==> config.mk <==
export PLATFORM = sky130hd
export DESIGN_NAME = pipe_ctrl
export DESIGN_NICKNAME = d
export VERILOG_FILES = /design/src/rtl/pipe_ctrl.sv
export SDC_FILE = /design/constraint.sdc
export NUM_CORES = 1
export LEC_CHECK = 0
export ABC_AREA = 1
export CAP_MARGIN = 20
export CORE_ASPECT_RATIO = 2
export CORE_MARGIN = 2
export CORE_UTILIZATION = 45
export DETAILED_ROUTE_END_ITERATION = 6
export MAX_ROUTING_LAYER = met4
export PLACE_DENSITY_LB_ADDON = 0.25
export SYNTH_ARGS = -nofsm -noshare
export SYNTH_HDL_FRONTEND = slang
export SYNTH_SLANG_ARGS = --single-unit
==> constraint.sdc <==
create_clock -name clk -period 1.8 [get_ports clk]
set_input_delay 0.27 -clock clk [delete_from_list [all_inputs] [get_ports clk]]
set_output_delay 0.27 -clock clk [all_outputs]
set_load 0.02 [all_outputs]
==> src/rtl/pipe_ctrl.sv <==
// pipe_ctrl: pipeline hazard and flush controller for a six-stage pipeline.
//
// Generates per-stage hold signals for decode load-use stalls and for
// multi-cycle execute operations. It raises a one-cycle flush with a
// redirect address on exceptions, and keeps stall and flush performance
// counters.
//
// Ports:
//   clk          - system clock, rising edge
//   rst          - synchronous, active-high reset
//   stallreq_id  - decode-stage load-use stall request (level)
//   ex_start     - one-cycle pulse starting a multi-cycle execute op
//   ex_len[5:0]  - stall length of that op in cycles (sampled with ex_start)
//   excp_req     - exception/flush request (level)
//   excp_pc      - handler address accompanying excp_req
//   clr_cnt      - zeroes both performance counters on the next edge
//   stall[5:0]   - hold per stage: pc, if, id, ex, mem, wb (bit0..bit5)
//   flush        - pipeline flush strobe
//   new_pc       - fetch redirect address, zero unless flush=1
//   busy         - FSM is outside RUN
//   stall_cycles - wrapping count of cycles with any stage held
//   flush_count  - saturating count of flush cycles
module pipe_ctrl (
  input  logic        clk,
  input  logic        rst,
  input  logic        stallreq_id,
  input  logic        ex_start,
  input  logic [5:0]  ex_len,
  input  logic        excp_req,
  input  logic [31:0] excp_pc,
  input  logic        clr_cnt,
  output logic [5:0]  stall,
  output logic        flush,
  output logic [31:0] new_pc,
  output logic        busy,
  output logic [31:0] stall_cycles,
  output logic [15:0] flush_count
);

  typedef enum logic [1:0] {
    RUN    = 2'd0,
    EXWAIT = 2'd1,
    FLUSH  = 2'd2
  } state_t;

  localparam logic [5:0] STALL_NONE = 6'b000000;
  localparam logic [5:0] STALL_ID   = 6'b000111;
  localparam logic [5:0] STALL_EX   = 6'b001111;

  state_t     state;
  logic [5:0] cnt;
  logic       ex_go;

  // A zero-length execute op is treated as if no ex_start was seen.
  assign ex_go = ex_start && (ex_len != 6'd0);

  // busy is suppressed during reset so the reset cycle itself looks idle
  // even though the state register has not yet been cleared.
  assign busy = !rst && (state != RUN);

  // Stall/flush/redirect act in the same cycle as their cause. Exceptions
  // override everything, and during reset the whole pipeline is released.
  always_comb begin
    stall  = STALL_NONE;
    flush  = 1'b0;
    new_pc = 32'h0;
    if (rst) begin
      stall  = STALL_NONE;
    end else if (excp_req) begin
      flush  = 1'b1;
      new_pc = excp_pc;
    end else begin
      case (state)
        RUN: begin
          if (ex_go)
            stall = STALL_EX;
          else if (stallreq_id)
            stall = STALL_ID;
        end
        EXWAIT:  stall = STALL_EX;
        FLUSH:   stall = STALL_NONE;
        default: stall = STALL_NONE;
      endcase
    end
  end

  // State, op countdown and performance counters. cnt holds the number of
  // stall cycles still owed after the current one, so the start cycle plus
  // the EXWAIT cycles add up to exactly ex_len. Counter clear wins over an
  // increment in the same cycle.
  always_ff @(posedge clk) begin
    if (rst) begin
      state        <= RUN;
      cnt          <= 6'd0;
      stall_cycles <= 32'd0;
      flush_count  <= 16'd0;
    end else begin
      if (excp_req) begin
        state <= FLUSH;
        cnt   <= 6'd0;
      end else begin
        case (state)
          RUN: begin
            if (ex_go) begin
              cnt <= ex_len - 6'd1;
              if (ex_len > 6'd1)
                state <= EXWAIT;
            end
          end
          EXWAIT: begin
            cnt <= cnt - 6'd1;
            if (cnt <= 6'd1)
              state <= RUN;
          end
          FLUSH:   state <= RUN;
          default: state <= RUN;
        endcase
      end

      if (clr_cnt) begin
        stall_cycles <= 32'd0;
        flush_count  <= 16'd0;
      end else begin
        if (stall != STALL_NONE)
          stall_cycles <= stall_cycles + 32'd1;
        if (flush && (flush_count != 16'hFFFF))
          flush_count <= flush_count + 16'd1;
      end
    end
  end

endmodule

==> results of run 1 <==
## where the power goes
group	internal [uW]	total (uW)	switching [uW]
sequential	1250	1260	10.5
clock	656	1110	453
combinational	232	493	260
total	2140	2860	724
## repair_timing
| item | 4_1_cts | 5_1_grt |
|---|---|---|
| pin swaps | 3 | 2 |
| resized for setup | 93 | 23 |
| endpoints found under the setup margin | 42 | 40 |
| buffers inserted | 2 | 2 |
## area by class of cell
type,instances,area (um2),share of cell area [%]
multi-input combinational,519,2450,43.3
tap,100,125,2.21
inverter,47,176,3.12
clock buffer,6,129,2.28
clock inverter,2,35.0,0.619
timing repair buffer,178,1620,28.6
sequential,56,1120,19.8
## worst min-delay path, delay by kind of cell (launching register included)
kind	cells	cell delay, ns
DFF	1	0.33
and+or+nand+nor	1	0.07
AOI/OAI and AO/OA	1	0.05
## metal layers
metal,GRT usage [%],vias to the layer above,part of all wire [%]
met4,15.9,0,4.6
li1,-,2322,-
met1,23.5,2091,34
met2,51.4,184,57
met3,2.90,39,4.3
met5,-,-,0
## through the flow
stage | power [uW] | setup slack (ns) | std cells | hold WS, ns
floorplan | 1540 | 0.0954 | 646 | 0.431
global placement | 1790 | -0.545 | 896 | 0.472
detailed placement | 1800 | -0.593 | 896 | 0.483
CTS | 2890 | -0.0268 | 906 | 0.493
global route | 2970 | -0.0273 | 908 | 0.501
finish | 2860 | 0.0268 | 908 | 0.489
## Yosys cell counts, drive strengths merged
| library cell | n |
|---|---|
| a211oi | 1 |
| a21oi | 46 |
| and2 | 1 |
| buf | 16 |
| clkbuf | 8 |
| clkinv | 1 |
| conb | 1 |
| dfxtp | 56 |
| ha | 7 |
| inv | 46 |
| nand2 | 237 |
| nand3 | 29 |
| nand3b | 1 |
| nand4 | 7 |
| nor2 | 137 |
| nor3 | 8 |
| nor3b | 1 |
| o211ai | 3 |
| o21ai | 13 |
| o21bai | 2 |
| xnor2 | 7 |
| xor2 | 17 |
## state kept, by name, summed over array words and instances, names as in the netlist
name,count
stall_cycles,32
flush_count,16
cnt,6
state,2
## worst max-delay path by stage
stage                     cells after the start    endpoint
after global routing                          9    stall[0]
final                                         9    stall[0]
after detailed placement                      9    stall[3]
after CTS                                     5  new_pc[12]
after global placement                        9    stall[3]
after floorplan                               6    stall[3]
## cell families (layout without fill, tap and decap cells)
| kind of cell | after synthesis | count (layout) | share of synthesized area, % |
|---|---|---|---|
| DFF | 56 | 56 | 28.8 |
| xor gates and xnor gates | 24 | 24 | 5.41 |
| buffers and inverters | 71 | 233 | 8.56 |
| adders and majority gates | 7 | 7 | 2.25 |
| and+or+nand+nor | 421 | 421 | 45.2 |
| AOI/OAI and AO/OA | 65 | 65 | 9.62 |
| other | 1 | 2 | 0.0964 |
==> impl_metrics.csv, run 1 <==
group,metric,value,unit
outcome,run_status,"complete, no violations",
routing,vias_per_cell,5.11,
clock_network,clock_sink_count,56,
clock_network,cts_clk_pin_slew_worst_paths,0.07,ns
synth,synthDominantAreaCellType,"dfxtp_1",
routing,drt_first_pass_iters,5,
power_and_ir_drop,leakagePower,0.00217,uW
placement,detailed_place.area,5520,um2
sta,report.final.setup_viol,0,
synth,mapped_cells,645,
worst_setup_path,cp_num_buf_inv,4,
clock_network,clk-insertion-delay-late,0.30,ns
global_routing,largest_net_degree_at_the_start_of_global_routing,35,
routing,drt_drc_violations_left,0,
worst_setup_path,slowest_delay,0.45,ns
floorplanning,rows,48,
routing,postRouteWirelength,12.1,mm
clock_network,clockBufferDepth,2,
clock_network,clock_tree.root_cell,"clkbuf_16",
flow_run,maxCapViolCount,0,
global_routing,grt-ovfl-total,0,
worst_setup_path,critPathRequiredTime,1.53,ns
routing,drt-wirelength-per-cell,13.3,um
layout,layout_commonest_cell,"nand2_1",
synth,share_of_the_synthesized_area_in_the_top_cell_type,28.8,%
worst_setup_path,critPathCaptureType,"output port",
floorplanning,die-width,69.7,um
hold_path,holdPathStages,2,
worst_setup_path,crit_slowest_cell,"clkdlybuf4s50_1",
global_routing,via_count_of_the_first_global_routing_pass,4582,
synth,yosysWarnings,0,
synth,synth_area_leaders,"dfxtp_1, nand2_1, nor2_1",
sta,finalMaxSlewViolations,0,
sta,clock.fmax,564,MHz
worst_setup_path,kind_of_cell_adding_the_most_delay_to_the_critical_path,"buffers and inverters",
power_and_ir_drop,power.density,506,nW/um2
worst_setup_path,setup.worst_path.start_class,"primary input",
synth,synthesis.area,3890,um2
global_routing,grt_resource_usage_total,26.3,%
sta,fin_crit,1.77,ns
placement,dp.final_hpwl,9.54,mm
layout,core_utilization_of_the_finished_layout,66.3,%
placement,placement.io_buffers,129,
floorplanning,core,8530,um2
layout,final_nets,858,
worst_setup_path,r2r_end,"stall_cycles[30]",
synth,seq_area_frac_synth,28.8,%
layout,number_of_antenna_cells_inserted,0,
worst_setup_path,rr_worst_depth,8,
routing,antenna_left,0,
routing,detailroute.via_count,4636,
global_routing,grt_first_pass_wirelength,19.5,mm
synth,synth_cell_types,34,
sta,timing_hold_violations_final,0,
floorplanning,design.portCount,132,
sta,finalClockSkew,0.00987,ns
hold_path,hold_class,"reg -> reg",
layout,drive_gt1_share,15.0,%
layout,design_area,5660,um2
worst_setup_path,criticalPathCategory,"in -> out",
power_and_ir_drop,maximum_ir_drop_on_the_vdd_rail,0.359,mV
sta,finalSetupTns,0,ns
worst_setup_path,critical_path.cell_chain,"clkdlybuf4s50_1 -> nor2_2 -> nand3_2 -> buf_4 -> nand2_1 -> nand2_1 -> nand2_2 -> inv_2 -> buf_2",
layout,layout_common_cells,"nand2_1, nor2_1, clkdlybuf4s50_1, dfxtp_1, buf_4",
hold_path,worst_hold_startpoint,"cnt[1]",
clock_network,cts_max_level,2,
clock_network,cts_buffers,5,
worst_setup_path,cp_data_arrival_time,1.50,ns
worst_setup_path,critPathMostFrequentCell,"nand2_1",
layout,n_fill_cell,845,
floorplanning,area_enclosed_by_the_die_boundary,9450,um2
clock_network,cts_tree,"done",
placement,gp_congestion,0.911,
worst_setup_path,worst_r2r_startpoint,"stall_cycles[6]",
worst_setup_path,worst_setup_path_startpoint,"ex_len[2]",
synth,postSynthAreaPerCell,6.03,um2
floorplanning,initial_core_util,45.6,%
sta,post-route-period-util,98.5,%
layout,syn_to_final_growth,45.5,%
synth,yosys_register_bits,56,
hold_path,end_point_of_the_most_critical_hold_path,"cnt[1]",
floorplanning,fp.dieH,135,um
routing,detail_route.iter0.violations,235,
worst_setup_path,crit_fanout,4,
worst_setup_path,reg2reg_slack,0.16,ns
clock_network,ctsHoldBuffers,0,
global_routing,number_of_antenna_violations_at_the_first_check_in_global_routing,0,
No activity file was read; power rests on OpenSTA's default activity.
==> inputs of run 2 (changes only) <==
- DONT_BUFFER_PORTS: unset -> 1
==> impl_metrics.csv, run 2 (synthesized netlist as in run 1, its figures left out) <==
group,metric,value,unit
layout,registers.top_by_ff_count,"stall_cycles",
layout,final_nets,739,
sta,worst_slack,0.0945,ns
worst_setup_path,slowest_delay,0.36,ns
layout,core_utilization_of_the_finished_layout,52.5,%
routing,drt-wirelength-per-cell,14.3,um
floorplanning,design.portCount,132,
layout,largest_register_ff_count,32,
clock_network,clockBufferDepth,2,
layout,largest_registers,"stall_cycles x32, flush_count x16, cnt x6",
outcome,run_status,"complete, no violations",
global_routing,via_count_of_the_first_global_routing_pass,3922,
worst_setup_path,critical_path.cell_chain,"ha_1 -> inv_1 -> nor2_4 -> and2_4 -> nand3_4 -> nand2_4 -> inv_2 -> nor2_1 -> nor2_1",
placement,gp_congestion,0.929,
power_and_ir_drop,maximum_ir_drop_on_the_vdd_rail,0.472,mV
floorplanning,core,8530,um2
global_routing,number_of_antenna_violations_at_the_first_check_in_global_routing,0,
placement,detailed_place.area,4310,um2
worst_setup_path,critPathMostFrequentCell,"nor2_1",
routing,detail_route.iter0.violations,188,
floorplanning,area_enclosed_by_the_die_boundary,9450,um2
floorplanning,die-width,69.7,um
layout,number_of_antenna_cells_inserted,0,
routing,antenna_left,0,
sta,post-route-period-util,94.8,%
routing,vias_per_cell,5.28,
worst_setup_path,critPathCaptureType,"flip-flop",
global_routing,grt_resource_usage_total,24.0,%
global_routing,grt_first_pass_wirelength,17.6,mm
layout,seqCellArea,1120,um2
worst_setup_path,setup.worst_path.start_class,"flip-flop",
routing,drt_drc_violations_left,0,
floorplanning,fp.dieH,135,um
placement,dp_worst_setup_slack,0.120,ns
sta,report.final.setup_viol,0,
layout,design_area,4480,um2
clock_network,ctsHoldBuffers,0,
clock_network,cts_buffers,5,
layout,multiInputGateArea,2440,um2
power_and_ir_drop,leakagePower,0.00169,uW
sta,finalMaxSlewViolations,0,
sta,clock.fmax,586,MHz
clock_network,clock_sink_count,56,
placement,placement.io_buffers,0,
floorplanning,initial_core_util,45.6,%
routing,postRouteWirelength,11.2,mm
global_routing,grt-ovfl-total,0,
floorplanning,rows,48,
routing,detailroute.via_count,4158,
sta,fin_crit,1.71,ns
layout,n_fill_cell,861,
sta,finalSetupTns,0,ns
power_and_ir_drop,design_power_total,2650,uW
clock_network,clk-insertion-delay-late,0.30,ns
clock_network,cts_tree,"done",
layout,layout_common_cells,"nand2_1, nor2_1, buf_4, dfxtp_1, inv_1",
flow_run,maxCapViolCount,0,
worst_setup_path,criticalPathCategory,"reg -> reg",
power_and_ir_drop,power.density,593,nW/um2
hold_path,hold_class,"in -> reg",
layout,drive_gt1_share,15.4,%
routing,drt_first_pass_iters,4,
clock_network,clock_tree.root_cell,"clkbuf_16",
placement,dp.final_hpwl,8.92,mm
worst_setup_path,crit_slowest_cell,"dfxtp_1",
layout,layout_commonest_cell,"nand2_1",
worst_setup_path,cp_data_arrival_time,1.90,ns
layout,syn_to_final_growth,15.1,%
clock_network,cts_max_level,2,
clock_network,cts_clk_pin_slew_worst_paths,0.08,ns
global_routing,largest_net_degree_at_the_start_of_global_routing,39,
sta,timing_hold_violations_final,0,
sta,grt_setup_unrepaired,"no",
worst_setup_path,critPathRequiredTime,1.99,ns
worst_setup_path,crit_fanout,18,
sta,finalClockSkew,0.00908,ns
run 2: cell types whose count changed in the layout (fill, tap and decap cells not counted), sizes merged:
cell,before,now
buf,57,59
clkbuf,15,5
clkdlybuf4s15,15,0
clkdlybuf4s50,87,0
clkinv,2,1
dlygate4sd2,8,0
dlymetal6s2s,2,0
run 2: worst max-delay path, delay by kind of cell (launching register included):
| family | cells | cell delay [ns] |
|---|---|---|
| buffers and inverters | 2 | 0.26 |
| flip-flops | 1 | 0.36 |
| adder cells (fa/ha/maj) | 1 | 0.23 |
| AND/OR/NAND/NOR | 6 | 0.76 |
run 2: final timing paths:
| kind | endpoint | cells after the start | startpoint | slack [ns] |
|---|---|---|---|---|
| hold / removal | state[1] | 1 | rst | 0.04 |
| setup reg to reg | flush_count[1] | 9 | flush_count[0] | 0.09 |
| hold reg to reg | cnt[1] | 2 | cnt[1] | 0.49 |
| setup / recovery | flush_count[1] | 9 | flush_count[0] | 0.09 |
run 2: repair_timing:
item / CTS / global route
pin swaps: 0 / 1
endpoints found under the hold margin: 0 / 0
setup endpoints to repair: 1 / 2
resized for setup: 1 / 2
buffers inserted: 0 / 1
run 2: stage by stage:
step	cells	hold slack, ns
floorplan	646	0.431
finish	787	0.0428
detailed placement	780	0.347
CTS	786	0.0338
global placement	780	0.350
global route	787	0.0393
run 2: report_power, final:
part	total [uW]	internal [uW]	switching, uW
Combinational	285	80.5	204
Sequential	1260	1250	9.81
Clock	1110	643	468
run 2: metal layers:
| layer | track usage, % | wire length, um | up-vias |
|---|---|---|---|
| met3 | 3.20 | 543 | 36 |
| met2 | 48.8 | 6400 | 178 |
| met1 | 19.8 | 3750 | 1856 |
| li1 | - | - | 2088 |
| met5 | - | 0 | - |
| met4 | 13.9 | 554 | 0 |
run 2: area by class of cell:
| cell class | count | area share, % |
|---|---|---|
| Timing Repair Buffer | 59 | 10.2 |
| Inverter | 47 | 3.94 |
| Multi-Input combinational cell | 519 | 54.6 |
| Sequential cell | 56 | 25.0 |
| Clock inverter | 1 | 0.671 |
| Tap cell | 100 | 2.79 |
| Clock buffer | 5 | 2.79 |
